[src/rtl/proc_pkg.sv]
// Shared definitions for the data RAM arbiter.
// Contents:
//   ADDR_W_DEF / DATA_W_DEF  default address and data widths
//   STARVE_LIMIT_DEF         default consecutive-CPU-grant limit
//   CTR_W                    width of the starvation streak counter
//   arb_state_e              arbiter FSM state encoding
//   OWNER_CPU / OWNER_DBG    owner flag encoding
package proc_pkg;

  localparam int ADDR_W_DEF       = 8;
  localparam int DATA_W_DEF       = 16;
  localparam int STARVE_LIMIT_DEF = 4;
  localparam int CTR_W            = 4;

  typedef enum logic [1:0] {
    ST_IDLE = 2'b00,
    ST_ACC  = 2'b01,
    ST_RD   = 2'b10
  } arb_state_e;

  localparam logic OWNER_CPU = 1'b0;
  localparam logic OWNER_DBG = 1'b1;

endpackage

[src/rtl/arb_starve_ctr.sv]
// Saturating streak counter for the DBG starvation guard.
// Ports:
//   clock     system clock, rising edge
//   reset     asynchronous active-high reset
//   clr       clear the streak (has priority over inc)
//   inc       count one CPU grant taken while DBG was waiting
//   at_limit  streak has reached LIMIT; DBG must win the next arbitration
module arb_starve_ctr
  import proc_pkg::*;
#(
  parameter int LIMIT = STARVE_LIMIT_DEF
) (
  input  logic clock,
  input  logic reset,
  input  logic clr,
  input  logic inc,
  output logic at_limit
);

  logic [CTR_W-1:0] count;

  assign at_limit = (count == CTR_W'(LIMIT));

  always_ff @(posedge clock or posedge reset) begin
    if (reset) begin
      count <= '0;
    end else if (clr) begin
      count <= '0;
    end else if (inc && !at_limit) begin
      count <= count + CTR_W'(1);
    end
  end

endmodule

[src/rtl/data_mem_arbiter.sv]
// Arbiter sharing the single-port data RAM between the CPU port and the
// host debug/loader port. CPU has fixed priority; DBG is forced through
// after STARVE_LIMIT consecutive CPU grants taken while it was waiting.
// Ports:
//   clock, reset                          clock / async active-high reset
//   cpu_req/wr/addr/wdata                 CPU request (held until cpu_gnt)
//   cpu_gnt, cpu_done, cpu_rdata          CPU accept pulse, completion pulse, read data
//   dbg_req/wr/addr/wdata                 DBG request (held until dbg_gnt)
//   dbg_gnt, dbg_done, dbg_rdata          DBG accept pulse, completion pulse, read data
//   m_addr, m_wr, m_wdata                 registered RAM controls
//   m_rdata                               RAM read data, one cycle after m_addr
//   busy                                  access in progress
//   owner                                 0=CPU, 1=DBG, current/last access
//
// state   | meaning
// --------+--------------------------------------------------------------
// ST_IDLE | no access; arbitrate on the requests sampled this edge
// ST_ACC  | m_* presented to the RAM; m_wr high for a write
// ST_RD   | m_rdata valid; captured into the owner's rdata at the edge
module data_mem_arbiter
  import proc_pkg::*;
#(
  parameter int ADDR_W       = ADDR_W_DEF,
  parameter int DATA_W       = DATA_W_DEF,
  parameter int STARVE_LIMIT = STARVE_LIMIT_DEF
) (
  input  logic              clock,
  input  logic              reset,
  input  logic              cpu_req,
  input  logic              cpu_wr,
  input  logic [ADDR_W-1:0] cpu_addr,
  input  logic [DATA_W-1:0] cpu_wdata,
  output logic              cpu_gnt,
  output logic              cpu_done,
  output logic [DATA_W-1:0] cpu_rdata,
  input  logic              dbg_req,
  input  logic              dbg_wr,
  input  logic [ADDR_W-1:0] dbg_addr,
  input  logic [DATA_W-1:0] dbg_wdata,
  output logic              dbg_gnt,
  output logic              dbg_done,
  output logic [DATA_W-1:0] dbg_rdata,
  output logic [ADDR_W-1:0] m_addr,
  output logic              m_wr,
  output logic [DATA_W-1:0] m_wdata,
  input  logic [DATA_W-1:0] m_rdata,
  output logic              busy,
  output logic              owner
);

  arb_state_e state, state_nxt;

  logic grant_cpu, grant_dbg;
  logic done_cpu_nxt, done_dbg_nxt;
  logic cap_rd;
  logic m_wr_nxt;
  logic ctr_clr, ctr_inc, at_limit;

  arb_starve_ctr #(
    .LIMIT (STARVE_LIMIT)
  ) u_ctr (
    .clock    (clock),
    .reset    (reset),
    .clr      (ctr_clr),
    .inc      (ctr_inc),
    .at_limit (at_limit)
  );

  assign busy = (state != ST_IDLE);

  always_ff @(posedge clock or posedge reset) begin
    if (reset) begin
      state <= ST_IDLE;
    end else begin
      state <= state_nxt;
    end
  end

  always_comb begin
    state_nxt    = state;
    grant_cpu    = 1'b0;
    grant_dbg    = 1'b0;
    done_cpu_nxt = 1'b0;
    done_dbg_nxt = 1'b0;
    cap_rd       = 1'b0;
    m_wr_nxt     = 1'b0;
    ctr_clr      = 1'b0;
    ctr_inc      = 1'b0;
    case (state)
      ST_IDLE: begin
        // A DBG that stops waiting forfeits its accumulated streak.
        ctr_clr = !dbg_req;
        if (dbg_req && (!cpu_req || at_limit)) begin
          grant_dbg = 1'b1;
          ctr_clr   = 1'b1;
          m_wr_nxt  = dbg_wr;
          state_nxt = ST_ACC;
        end else if (cpu_req) begin
          grant_cpu = 1'b1;
          ctr_inc   = dbg_req;
          m_wr_nxt  = cpu_wr;
          state_nxt = ST_ACC;
        end
      end
      ST_ACC: begin
        // m_wr is high here exactly when the current access is a write.
        if (m_wr) begin
          done_cpu_nxt = (owner == OWNER_CPU);
          done_dbg_nxt = (owner == OWNER_DBG);
          state_nxt    = ST_IDLE;
        end else begin
          state_nxt = ST_RD;
        end
      end
      ST_RD: begin
        cap_rd       = 1'b1;
        done_cpu_nxt = (owner == OWNER_CPU);
        done_dbg_nxt = (owner == OWNER_DBG);
        state_nxt    = ST_IDLE;
      end
      default: begin
        state_nxt = ST_IDLE;
      end
    endcase
  end

  always_ff @(posedge clock or posedge reset) begin
    if (reset) begin
      cpu_gnt   <= 1'b0;
      dbg_gnt   <= 1'b0;
      cpu_done  <= 1'b0;
      dbg_done  <= 1'b0;
      cpu_rdata <= '0;
      dbg_rdata <= '0;
      m_addr    <= '0;
      m_wr      <= 1'b0;
      m_wdata   <= '0;
      owner     <= OWNER_CPU;
    end else begin
      cpu_gnt  <= grant_cpu;
      dbg_gnt  <= grant_dbg;
      cpu_done <= done_cpu_nxt;
      dbg_done <= done_dbg_nxt;
      m_wr     <= m_wr_nxt;
      if (grant_dbg) begin
        m_addr  <= dbg_addr;
        m_wdata <= dbg_wdata;
        owner   <= OWNER_DBG;
      end else if (grant_cpu) begin
        m_addr  <= cpu_addr;
        m_wdata <= cpu_wdata;
        owner   <= OWNER_CPU;
      end
      if (cap_rd && (owner == OWNER_CPU)) begin
        cpu_rdata <= m_rdata;
      end
      if (cap_rd && (owner == OWNER_DBG)) begin
        dbg_rdata <= m_rdata;
      end
    end
  end

endmodule
[config.mk]
export PLATFORM = sky130hd
export DESIGN_NAME = data_mem_arbiter
export DESIGN_NICKNAME = d
export VERILOG_FILES = /design/src/rtl/proc_pkg.sv /design/src/rtl/arb_starve_ctr.sv /design/src/rtl/data_mem_arbiter.sv
export SDC_FILE = /design/constraint.sdc
export NUM_CORES = 1
export LEC_CHECK = 0
export BUFFER_PORTS_ARGS = -buffer_cell sky130_fd_sc_hd__clkbuf_2
export CORE_MARGIN = 2
export CORE_UTILIZATION = 50
export DETAILED_ROUTE_END_ITERATION = 10
export PLACE_DENSITY = 0.95
export REMOVE_ABC_BUFFERS = 1
export SLEW_MARGIN = 20
export SYNTH_ARGS = -nofsm -noshare
export SYNTH_HDL_FRONTEND = slang
export SYNTH_SLANG_ARGS = --single-unit
[constraint.sdc]
create_clock -name clock -period 3.1 [get_ports clock]
set_clock_uncertainty 0.15 [all_clocks]
set_input_delay 0.155 -clock clock [delete_from_list [all_inputs] [get_ports clock]]
set_output_delay 0.155 -clock clock [all_outputs]
set_load 0.01 [all_outputs]
# Yosys cells after proc, flatten, opt, wreduce, memory -nomap -nowiden
# Cells that the tools add are included.
[totals]
ff_bits = 68
input_bits = 70
[op_classes]
eq_ne = 4
addsub = 1
reduce_logical = 12
bitwise_logic = 1
muxes = 30
[op_table]
columns = ["operator", "count"]
rows = [
  ["$mux 16", 2],
  ["$mux 1", 18],
  ["$mux 8", 2],
  ["$mux 4", 2],
  ["$mux 2", 3],
  ["$reduce_bool 2->1", 3],
  ["$add 4x1->4 const B", 1],
  ["$eq 4x3->1 const B", 1],
  ["$logic_and 1x1->1", 4],
  ["$pmux 1 s2", 2],
  ["$pmux 2 s2", 1],
  ["$logic_not 1->1", 3],
  ["$ne 3x3->1 const B", 1],
  ["$eq 2x1->1 const B", 1],
  ["$eq 2x2->1 const B", 1],
  ["$logic_not 2->1", 1],
  ["$logic_or 1x1->1", 1],
  ["$not 1->1", 1],
]

# Logic depth before layout (Yosys ltp)
# Gate-level depths: netlist of run 1.
[depth]
ltp_word = 8
depth_mapped = 8

# Cells and area by module
# Synthesis of run 1 repeated with hierarchy kept, for this count alone.
[unflattened]
cells_unflattened = 268
hier_area_um2 = 3469.6
[modules_own_cells]
columns = ["module", "n_inst", "area_per_inst_um2", "seq_area_each_um2", "cells_per_inst"]
rows = [
  ["data_mem_arbiter", 1, 3231.8, 1601.5, 243],
  ["arb_starve_ctr", 1, 237.7, 100.1, 25],
]

# Least setup slack after synthesis of run 1
# OpenSTA, ideal clock, no wires.
[synth_path]
path_type = "flip-flop to flip-flop"
start = "register state[0]"
end = "register m_addr[7]"
required_time_ns = 2.827
arrival_ns = 1.436
synth_period_minus_slack_ns = 1.709
path_stages_with_launch = 9
setup_ns = 0.123
slack_ns = 1.391
path_buffers = 3
path_cell_list = "dfrtp_1 > inv_1 > ha_1 > buf_2 > nand2_1 > a21o_1 > buf_6 > buf_8 > o221a_1"
[synth_between]
elab_chain_cells = 3
elab_cells_between_ends = 5
cone_classes = "mux: 3; reduce/logical: 2"
[synth_rtl]
columns = ["element", "line_no", "rtl"]
rows = [
  ["start: declaration", "data_mem_arbiter.sv:51", "arb_state_e state, state_nxt;"],
  ["start signal: assignment", "data_mem_arbiter.sv:75", "state <= state_nxt;"],
  ["$logic_not 2->1 (*)", "data_mem_arbiter.sv:89", "case (state)"],
  ["$mux 1", "data_mem_arbiter.sv:89", ""],
  ["$mux 8 / $reduce_bool 2->1 (equally long branches)", "-", ""],
  ["end signal: assignment", "data_mem_arbiter.sv:146", "m_addr <= dbg_addr;"],
  ["end signal: assignment", "data_mem_arbiter.sv:150", "m_addr <= cpu_addr;"],
  ["end: declaration", "data_mem_arbiter.sv:43", "output logic [ADDR_W-1:0] m_addr,"],
]
# Mark *: on every way between the ends. The rest lies on a longest branch, timed or not.
# A chain may end at the register's enable or synchronous reset.

# Worst setup path in the final report of run 1
[layout_path]
start = "register state[1]"
end = "register m_addr[1]"
# The elaborated chain is that of the path after synthesis.

==> results of run 1 <==
[worst min-delay path by stage]
| stage | start | to | slack (ns) |
|---|---|---|---|
| after floorplan | m_rdata[10] | cpu_rdata[10] | 0.14 |
| after global placement | reset | dbg_gnt | -0.005 |
| after detailed placement | reset | dbg_gnt | -0.01 |
| after CTS | dbg_req | u_ctr.count[1] | 0.06 |
| after global routing | dbg_req | u_ctr.count[0] | 0.12 |
| final | dbg_req | u_ctr.count[1] | 0.11 |
[through the flow]
step	setup WS, ns	std cells
global placement	1.112	404
detailed placement	1.033	404
CTS	0.4620	487
finish	0.3359	487
floorplan	1.083	198
global route	0.1727	487
[metal layers]
metal / vias up / track usage (%) / wire [um]
li1: 1158 / - / -
met2: 146 / 51.17 / 4575
met3: 17 / 5.317 / 590
met5: - / 0 / 0
met4: 0 / 10.68 / 166
met1: 1304 / 32.95 / 3281
[area by class of cell]
class	instances	area, um2
timing repair buffer	201	1346
fill	322	1100
tap	72	90.09
clock buffer	10	127.6
multi-input combinational	122	1080
inverter	8	30.03
clock inverter	6	65.06
sequential	68	1702
[power groups by stage]
stage	sequential (mW)	clock, mW	combinational [mW]
finish	1.56	0.703	1.96
global route	1.59	0.752	2.12
CTS	1.53	0.714	1.90
detailed placement	1.54	0	1.58
global placement	1.51	0	1.52
floorplan	1.69	0	0.768
[synthesized netlist by cell type]
master    instances
nand4b_1          1
and3b_1           1
nor2b_1           2
a32o_1            1
o22ai_1           1
clkbuf_1          1
dfrtp_1          68
mux2i_1           1
or3_1             1
nor3_1            1
o221a_2           6
nand3_1           3
a221o_1           1
nand2b_1         26
nor2_1            1
buf_2             8
nand3_2           1
o21ai_2           1
a21oi_1           2
nand3b_2          1
o21ai_0           2
nor3b_1           1
nand2_1          10
buf_8             2
inv_1             7
ha_1              5
mux2_1            5
buf_6             1
o221a_1          18
a41o_1            1
a21o_1            2
mux2_2           27
inv_2             1
[state kept, by name, indices dropped and copies added (netlist names), 2 cells and up]
register / count
cpu_rdata: 16
m_addr: 8
state: 2
dbg_rdata: 16
m_wdata: 16
u_ctr.count: 4
[worst register-to-register path: cells and delay by family (launching register included)]
family	cells	cell delay, ns
DFF	1	0.38
and+or+nand+nor	1	0.09
adders and majority gates	1	0.40
AOI/OAI and AO/OA	2	0.92
buffers and inverters	2	0.69
[layout by cell type (no fill, tap or decap), types with 6 or more instances in the layout]
cell type	count
clkbuf_2	132
dfrtp_1	68
dlygate4sd3_1	67
mux2_2	27
nand2b_1	26
o221a_1	18
nand2_1	10
clkbuf_8	9
inv_1	6
o221a_2	6
[kinds of logic (layout without fill, tap and decap cells)]
| group | Yosys count | count (layout) |
|---|---|---|
| buffers and inverters | 20 | 225 |
| AND/OR/NAND/NOR | 49 | 49 |
| adder cells (fa/ha/maj) | 5 | 5 |
| multiplexers | 33 | 33 |
| AO/OA/AOI/OAI | 35 | 35 |
| flip-flops | 68 | 68 |
==> flow_metrics.env, run 1 <==
export IMPL_dr_pass1_iters=4
export IMPL_postRouteWirelength_um=8615
export IMPL_synth_seq_cells=68
export IMPL_wire_per_inst_um=17.69
export IMPL_drive_gt1_share_pct=45.06
export IMPL_vias=2625
export IMPL_grt_pass1_vias=2826
export IMPL_core_area_mm2=0.005540
export IMPL_max_slew_margin_pct=38.47
export IMPL_netlist_top_cell_by_area="dfrtp_1"
export IMPL_syn_inst=210
export IMPL_comb_power_share_pct=46.4
export IMPL_root_buffer="clkbuf_8"
export IMPL_antenna_diode_count=0
export IMPL_crit_chain="inv_1 > ha_1 > nand2_1 > a21o_1 > o221a_2 > dlygate4sd3_1"
export IMPL_status="completed"
export IMPL_fin_util_pct=80.15
export IMPL_synthXorXnorAreaFrac_pct=0
export IMPL_period_share_pct=89.16
export IMPL_portBuffers=132
export IMPL_yosys_warnings=0
export IMPL_die_area_mm2=0.006402
export IMPL_synth_top_cells_by_area="dfrtp_1 (59%), mux2_2 (11%), o221a_1 (7.0%), nand2b_1 (5.6%), o221a_2 (2.3%)"
export IMPL_synth_compound_area_share_pct=12.13
export IMPL_hold_depth=3
export IMPL_place_congestion=0.8957
export IMPL_place_hpwl_um=4926
export IMPL_synth_top_family_by_area="multiplexers"
export IMPL_muxShareOfSynthArea_pct=12.82
export IMPL_drc=0
export IMPL_leakage_nw=2.132
export IMPL_peakVddDrop_mv=0.5474
export IMPL_grt_max_degree=34
export IMPL_path_depth=6
export IMPL_netlist_area_leader_share_pct=58.90
export IMPL_clkLatencyLatePin_ns=0.32
export IMPL_arrival_ns=2.81
export IMPL_cts_setup_buffers=0
export IMPL_r2r_setup_slack_ns=0.34
export IMPL_reg2reg_depth=6
export IMPL_clkTransAtPathRegs_ns=0.07
export IMPL_fin_hold_ws_ns=0.1097
export IMPL_start_util_pct=52.15
export IMPL_synth_area_per_cell_um2=13.76
export IMPL_max_freq_mhz=361.8
export IMPL_grt_pass1_wl_um=13660
export IMPL_slowest_stage="dlygate4sd3_1"
export IMPL_die_h_um=80.02
export IMPL_antenna_found_initial=0
export IMPL_startpoint_type="register"
export IMPL_crit_buf_inv=2
export IMPL_critical_path_top_delay_family="compound AO/OA/AOI/OAI gates"
export IMPL_crit_fanout=26
export IMPL_path_class="register to register"
export IMPL_clk_path_buf_depth=2
export IMPL_fin_area_mm2=0.004441
export IMPL_r2r_start="state[1]"
export IMPL_area_growth_pct=53.70
export IMPL_rsz0062_at_grt="false"
export IMPL_drv_slew=0
export IMPL_vias_per_cell=5.390
export IMPL_yosysSeqAreaShare_pct=58.90
export IMPL_cts_resized_gates=0
export IMPL_cts_hold_buf=67
export IMPL_slowest_delay_ns=0.59
export IMPL_worstSetupEndpoint="m_addr[1]"
export IMPL_hold_viol_final=0
export IMPL_grt_use_total_pct=28.24
export IMPL_yosys_area_share_simple_pct=10.00
export IMPL_grt_overflow_total=0
export IMPL_fin_crit_ns=2.764
export IMPL_hold_class="input port to register"
export IMPL_internal_power_mw=2.742
export IMPL_drt_iter0_markers=92
export IMPL_cts_sinks=68
export IMPL_cts_tree="built"
export IMPL_worstReg2RegEnd="m_addr[1]"
export IMPL_p_sw_share_pct=35.15
export IMPL_syn_area_mm2=0.002889
export IMPL_synthAdderAreaFrac_pct=2.165
export IMPL_yosysUniqueCellTypes=33
export IMPL_maxCapViolations=0
export IMPL_cp_end_kind="register"
export IMPL_timing_setup_tns_ns=0
export IMPL_setup_viol=0
export IMPL_worst_endpoint_required_ns=3.15
export IMPL_cts_max_level=3
export IMPL_ant_nets=0
export IMPL_rows=27
export IMPL_finalNetCount=485
export IMPL_power_density_mw_per_mm2=952.1
export IMPL_cts_buffers=9
export IMPL_dpl_cell_area_mm2=0.003570
export IMPL_clockPowerShare_pct=16.6
export IMPL_worst_pin_slew_ns=0.9230
export IMPL_finalPower_mw=4.228
export IMPL_pin_count=133
export IMPL_power_frac_seq_pct=36.9
export IMPL_crit_start="state[1]"
export IMPL_p_switching_mw=1.486
export IMPL_die_w_um=80.02
No activity file was read; power rests on OpenSTA's default activity.
==> inputs of run 2 (changes only) <==
==> constraint.sdc (replaced) <==
create_clock -name clock -period 3.1 [get_ports clock]
set_clock_uncertainty 0.15 [all_clocks]
set_input_delay 0.465 -clock clock [delete_from_list [all_inputs] [get_ports clock]]
set_output_delay 0.465 -clock clock [all_outputs]
set_load 0.01 [all_outputs]
==> flow_metrics.env, run 2 (synthesized netlist as in run 1, its figures left out) <==
export IMPL_setup_viol=0
export IMPL_drv_slew=0
export IMPL_finalPower_mw=3.822
export IMPL_max_slew_margin_pct=44.17
export IMPL_timing_setup_tns_ns=0
export IMPL_worst_pin_slew_ns=0.8375
export IMPL_leakage_nw=1.874
export IMPL_max_freq_mhz=471.3
export IMPL_arrival_ns=2.18
export IMPL_cp_end_kind="register"
export IMPL_place_hpwl_um=4937
export IMPL_crit_start="state[0]"
export IMPL_vias_per_cell=5.274
export IMPL_final_cell_mix="clkbuf_2 (132), dfrtp_1 (68), mux2_2 (27)"
export IMPL_ant_nets=0
export IMPL_core_area_mm2=0.005540
export IMPL_slowest_delay_ns=0.52
export IMPL_vias=2215
export IMPL_reg2reg_depth=4
export IMPL_worstSetupEndpoint="m_addr[2]"
export IMPL_grt_pass1_vias=2249
export IMPL_slowest_stage="nand3_2"
export IMPL_dr_pass1_iters=6
export IMPL_grt_max_degree=69
export IMPL_worst_slack_ns=0.9780
export IMPL_fin_crit_ns=2.122
export IMPL_start_util_pct=52.15
export IMPL_power_density_mw_per_mm2=1010
export IMPL_die_area_mm2=0.006402
export IMPL_r2r_setup_slack_ns=0.98
export IMPL_clkTransAtPathRegs_ns=0.07
export IMPL_antenna_found_initial=0
export IMPL_antenna_diode_count=0
export IMPL_cts_resized_gates=0
export IMPL_clk_path_buf_depth=2
export IMPL_period_share_pct=68.45
export IMPL_fillers=395
export IMPL_crit_fanout=25
export IMPL_rsz0062_at_grt="false"
export IMPL_startpoint_type="register"
export IMPL_postRouteWirelength_um=6617
export IMPL_cts_setup_buffers=0
export IMPL_grt_pass1_wl_um=10370
export IMPL_drc=0
export IMPL_largestRegisters="cpu_rdata: 16 flops, dbg_rdata: 16 flops, m_wdata: 16 flops"
export IMPL_cts_sinks=68
export IMPL_maxCapViolations=0
export IMPL_multi_input_area_mm2=0.001072
export IMPL_hold_viol_final=0
export IMPL_worstReg2RegEnd="m_addr[2]"
export IMPL_r2r_start="state[0]"
export IMPL_clkLatencyLatePin_ns=0.32
export IMPL_cts_tree="built"
export IMPL_place_congestion=0.8705
export IMPL_drt_iter0_markers=115
export IMPL_fin_util_pct=68.29
export IMPL_grt_use_total_pct=21.52
export IMPL_die_h_um=80.02
export IMPL_pin_count=133
export IMPL_cts_buffers=9
export IMPL_root_buffer="clkbuf_8"
export IMPL_hold_class="input port to async pin"
export IMPL_grt_overflow_total=0
export IMPL_cts_hold_buf=0
export IMPL_area_growth_pct=30.97
export IMPL_portBuffers=132
export IMPL_status="completed"
export IMPL_finalNetCount=418
export IMPL_final_cells=420
export IMPL_final_common_cell="clkbuf_2"
export IMPL_rows=27
export IMPL_crit_chain="inv_1 > ha_1 > nand3_2 > o221a_2"
export IMPL_cts_max_level=3
export IMPL_worst_endpoint_required_ns=3.16
export IMPL_dp_slack_ns=1.004
export IMPL_dp_cells=404
export IMPL_drive_gt1_share_pct=54.02
export IMPL_peakVddDrop_mv=0.4724
export IMPL_wire_per_inst_um=15.75
export IMPL_path_class="register to register"
export IMPL_seq_area_mm2=0.001702
export IMPL_die_w_um=80.02
-- run 2: through the flow --
step	hold WS [ns]	area [um2]
final	0.03834	3784
after global routing	0.06215	3784
after CTS	0.04659	3784
after detailed placement	0.3322	3582
after global placement	0.3232	3582
after floorplan	0.3428	2804
-- run 2: layout make-up --
| class | instances | share of cell area, % |
|---|---|---|
| multi-input cells | 122 | 28.34 |
| repair buffers | 134 | 18.19 |
| clock inverters | 6 | 1.687 |
| flip-flops and latches | 68 | 44.97 |
| well taps | 72 | 2.381 |
| clock buffers | 10 | 3.638 |
| inverters | 8 | 0.7937 |
-- run 2: worst max-delay path: cells and delay by family, from the launching register on --
kind                     cells  cell delay, ns
adder cells (fa/ha/maj)      1            0.39
buffers and inverters        1            0.11
AO/OA/AOI/OAI                1            0.44
flip-flops                   1            0.38
AND/OR/NAND/NOR              1            0.52
-- run 2: how the worst min path moves through the flow --
| stage | from | endpoint | depth (start not counted) |
|---|---|---|---|
| global placement | cpu_rdata[15] | cpu_rdata[15] | 1 |
| global route | reset | cpu_gnt | 3 |
| CTS | reset | cpu_gnt | 3 |
| finish | reset | cpu_rdata[8] | 3 |
| floorplan | u_ctr.count[3] | u_ctr.count[3] | 1 |
| detailed placement | cpu_rdata[15] | cpu_rdata[15] | 1 |
-- run 2: layer usage --
| metal | up-vias | global-route usage [%] | share of wire, % |
|---|---|---|---|
| li1 | 1031 | - | - |
| met1 | 1076 | 25.13 | 41 |
| met2 | 101 | 37.75 | 50 |
| met3 | 7 | 5.995 | 7.3 |
| met4 | 0 | 7.627 | 1.3 |
| met5 | - | 0 | 0 |
-- run 2: power by group --
group / internal [mW] / switching [mW]
sequential: 1.30 / 0.227
clock: 0.391 / 0.319
combinational: 0.795 / 0.788
total: 2.49 / 1.33
==> inputs of run 3 (changes only) <==
--- a/config.mk
+++ b/config.mk
@@ -7,9 +7,9 @@
 export LEC_CHECK = 0
 export BUFFER_PORTS_ARGS = -buffer_cell sky130_fd_sc_hd__clkbuf_2
 export CORE_MARGIN = 2
-export CORE_UTILIZATION = 50
+export CORE_UTILIZATION = 46
 export DETAILED_ROUTE_END_ITERATION = 10
-export PLACE_DENSITY = 0.95
+export PLACE_DENSITY = 0.9
 export REMOVE_ABC_BUFFERS = 1
 export SLEW_MARGIN = 20
 export SYNTH_ARGS = -nofsm -noshare
==> constraint.sdc (replaced) <==
create_clock -name clock -period 2.15 [get_ports clock]
set_clock_uncertainty 0.15 [all_clocks]
set_input_delay 0.3225 -clock clock [delete_from_list [all_inputs] [get_ports clock]]
set_output_delay 0.3225 -clock clock [all_outputs]
set_load 0.01 [all_outputs]
==> flow_metrics.env, run 3 (synthesized netlist as in run 1, its figures left out) <==
export IMPL_status="completed"
export IMPL_hold_viol_final=0
export IMPL_final_cells=427
export IMPL_final_common_cell="clkbuf_2"
export IMPL_period_share_pct=94.52
export IMPL_clkLatencyLatePin_ns=0.34
export IMPL_dp_slack_ns=0.05476
export IMPL_drive_gt1_share_pct=54.55
export IMPL_die_h_um=83.25
export IMPL_worst_endpoint_required_ns=1.68
export IMPL_largestRegisters="cpu_rdata: 16 flops, dbg_rdata: 16 flops, m_wdata: 16 flops"
export IMPL_worstReg2RegEnd="m_addr[1]"
export IMPL_area_growth_pct=33.26
export IMPL_vias_per_cell=5.180
export IMPL_r2r_start="state[0]"
export IMPL_antenna_found_initial=0
export IMPL_rsz0062_at_grt="false"
export IMPL_r2r_setup_slack_ns=0.15
export IMPL_timing_setup_tns_ns=0
export IMPL_clkTransAtPathRegs_ns=0.07
export IMPL_leakage_nw=1.904
export IMPL_fillers=461
export IMPL_crit_fanout=9
export IMPL_startpoint_type="register"
export IMPL_cts_max_level=3
export IMPL_grt_pass1_wl_um=11260
export IMPL_arrival_ns=1.56
export IMPL_min_from="m_rdata[4]"
export IMPL_max_freq_mhz=492.1
export IMPL_peakVddDrop_mv=0.8005
export IMPL_seq_area_mm2=0.001702
export IMPL_dr_pass1_iters=4
export IMPL_maxCapViolations=0
export IMPL_cts_setup_buffers=0
export IMPL_die_w_um=83.25
export IMPL_reg2reg_depth=5
export IMPL_clk_path_buf_depth=2
export IMPL_antenna_diode_count=0
export IMPL_grt_pass1_vias=2330
export IMPL_multi_input_area_mm2=0.001081
export IMPL_power_density_mw_per_mm2=1470
export IMPL_slowest_stage="ha_1"
export IMPL_path_class="register to output port"
export IMPL_fin_util_pct=64.26
export IMPL_cp_end_kind="output port"
export IMPL_grt_use_total_pct=20.81
export IMPL_cts_sinks=68
export IMPL_finalNetCount=422
export IMPL_slowest_delay_ns=0.42
export IMPL_place_congestion=0.8741
export IMPL_place_hpwl_um=4920
export IMPL_wire_per_inst_um=15.77
export IMPL_root_buffer="clkbuf_8"
export IMPL_critical_path_top_delay_family="adder cells"
export IMPL_rows=28
export IMPL_vias=2212
export IMPL_worst_pin_slew_ns=0.7158
export IMPL_fin_area_mm2=0.003850
export IMPL_crit_buf_inv=3
export IMPL_finalPower_mw=5.661
export IMPL_drv_slew=0
export IMPL_hold_end="cpu_rdata[4]"
export IMPL_start_util_pct=48.22
export IMPL_portBuffers=132
export IMPL_postRouteWirelength_um=6734
export IMPL_cts_tree="built"
export IMPL_drt_iter0_markers=62
export IMPL_hold_depth=2
export IMPL_final_cell_mix="clkbuf_2 (132), dfrtp_1 (68), mux2_2 (27)"
export IMPL_die_area_mm2=0.006931
export IMPL_drc=0
export IMPL_fin_hold_ws_ns=0.06150
export IMPL_grt_max_degree=36
export IMPL_dpl_cell_area_mm2=0.003608
export IMPL_ant_nets=0
export IMPL_grt_overflow_total=0
export IMPL_pin_count=133
export IMPL_fin_crit_ns=2.032
export IMPL_hold_class="input port to register"
export IMPL_setup_viol=0
export IMPL_cts_buffers=9
export IMPL_worst_slack_ns=0.1178
export IMPL_core_area_mm2=0.005991
export IMPL_dp_cells=410
export IMPL_crit_chain="inv_1 > ha_1 > inv_2 > clkbuf_2"
export IMPL_max_slew_margin_pct=52.10
-- run 3: final cells by class --
type,count,share of cell area (%)
Clock buffer,9,3.217
Sequential cell,68,44.20
Tap cell,75,2.437
Timing Repair Buffer,138,18.72
Multi-Input combinational cell,122,28.08
Inverter,8,0.7800
Clock inverter,7,2.567
-- run 3: how the worst max path moves through the flow --
stage          slack (ns)         to  depth (start not counted)     start
2_1_floorplan       -0.03   cpu_done                          1     reset
3_3_place_gp         0.13  m_addr[4]                          5  state[0]
3_5_place_dp         0.05  m_addr[1]                          5  state[0]
4_1_cts              0.05  m_addr[1]                          5  state[1]
5_1_grt              0.03       busy                          4  state[0]
6_report             0.12       busy                          4  state[0]
-- run 3: report_power, final --
| group | internal, mW | leakage (nW) | switching (mW) |
|---|---|---|---|
| Sequential | 1.88 | 0.795 | 0.320 |
| Combinational | 1.16 | 0.999 | 1.14 |
| Clock | 0.660 | 0.110 | 0.501 |
| Total | 3.70 | 1.90 | 1.97 |
-- run 3: routing by layer --
layer	routed length, um	vias up	GRT usage (%)
met5	0	-	0
met2	3183	116	33.58
met4	180	0	11.03
met3	500	14	4.970
li1	-	1038	-
met1	2869	1044	25.91
-- run 3: repair_timing --
item | CTS | global route
gates resized for setup | 0 | 1
hold buffers | 1 | 0
setup endpoints to repair | 0 | 24
hold endpoints to repair | 22 | 0
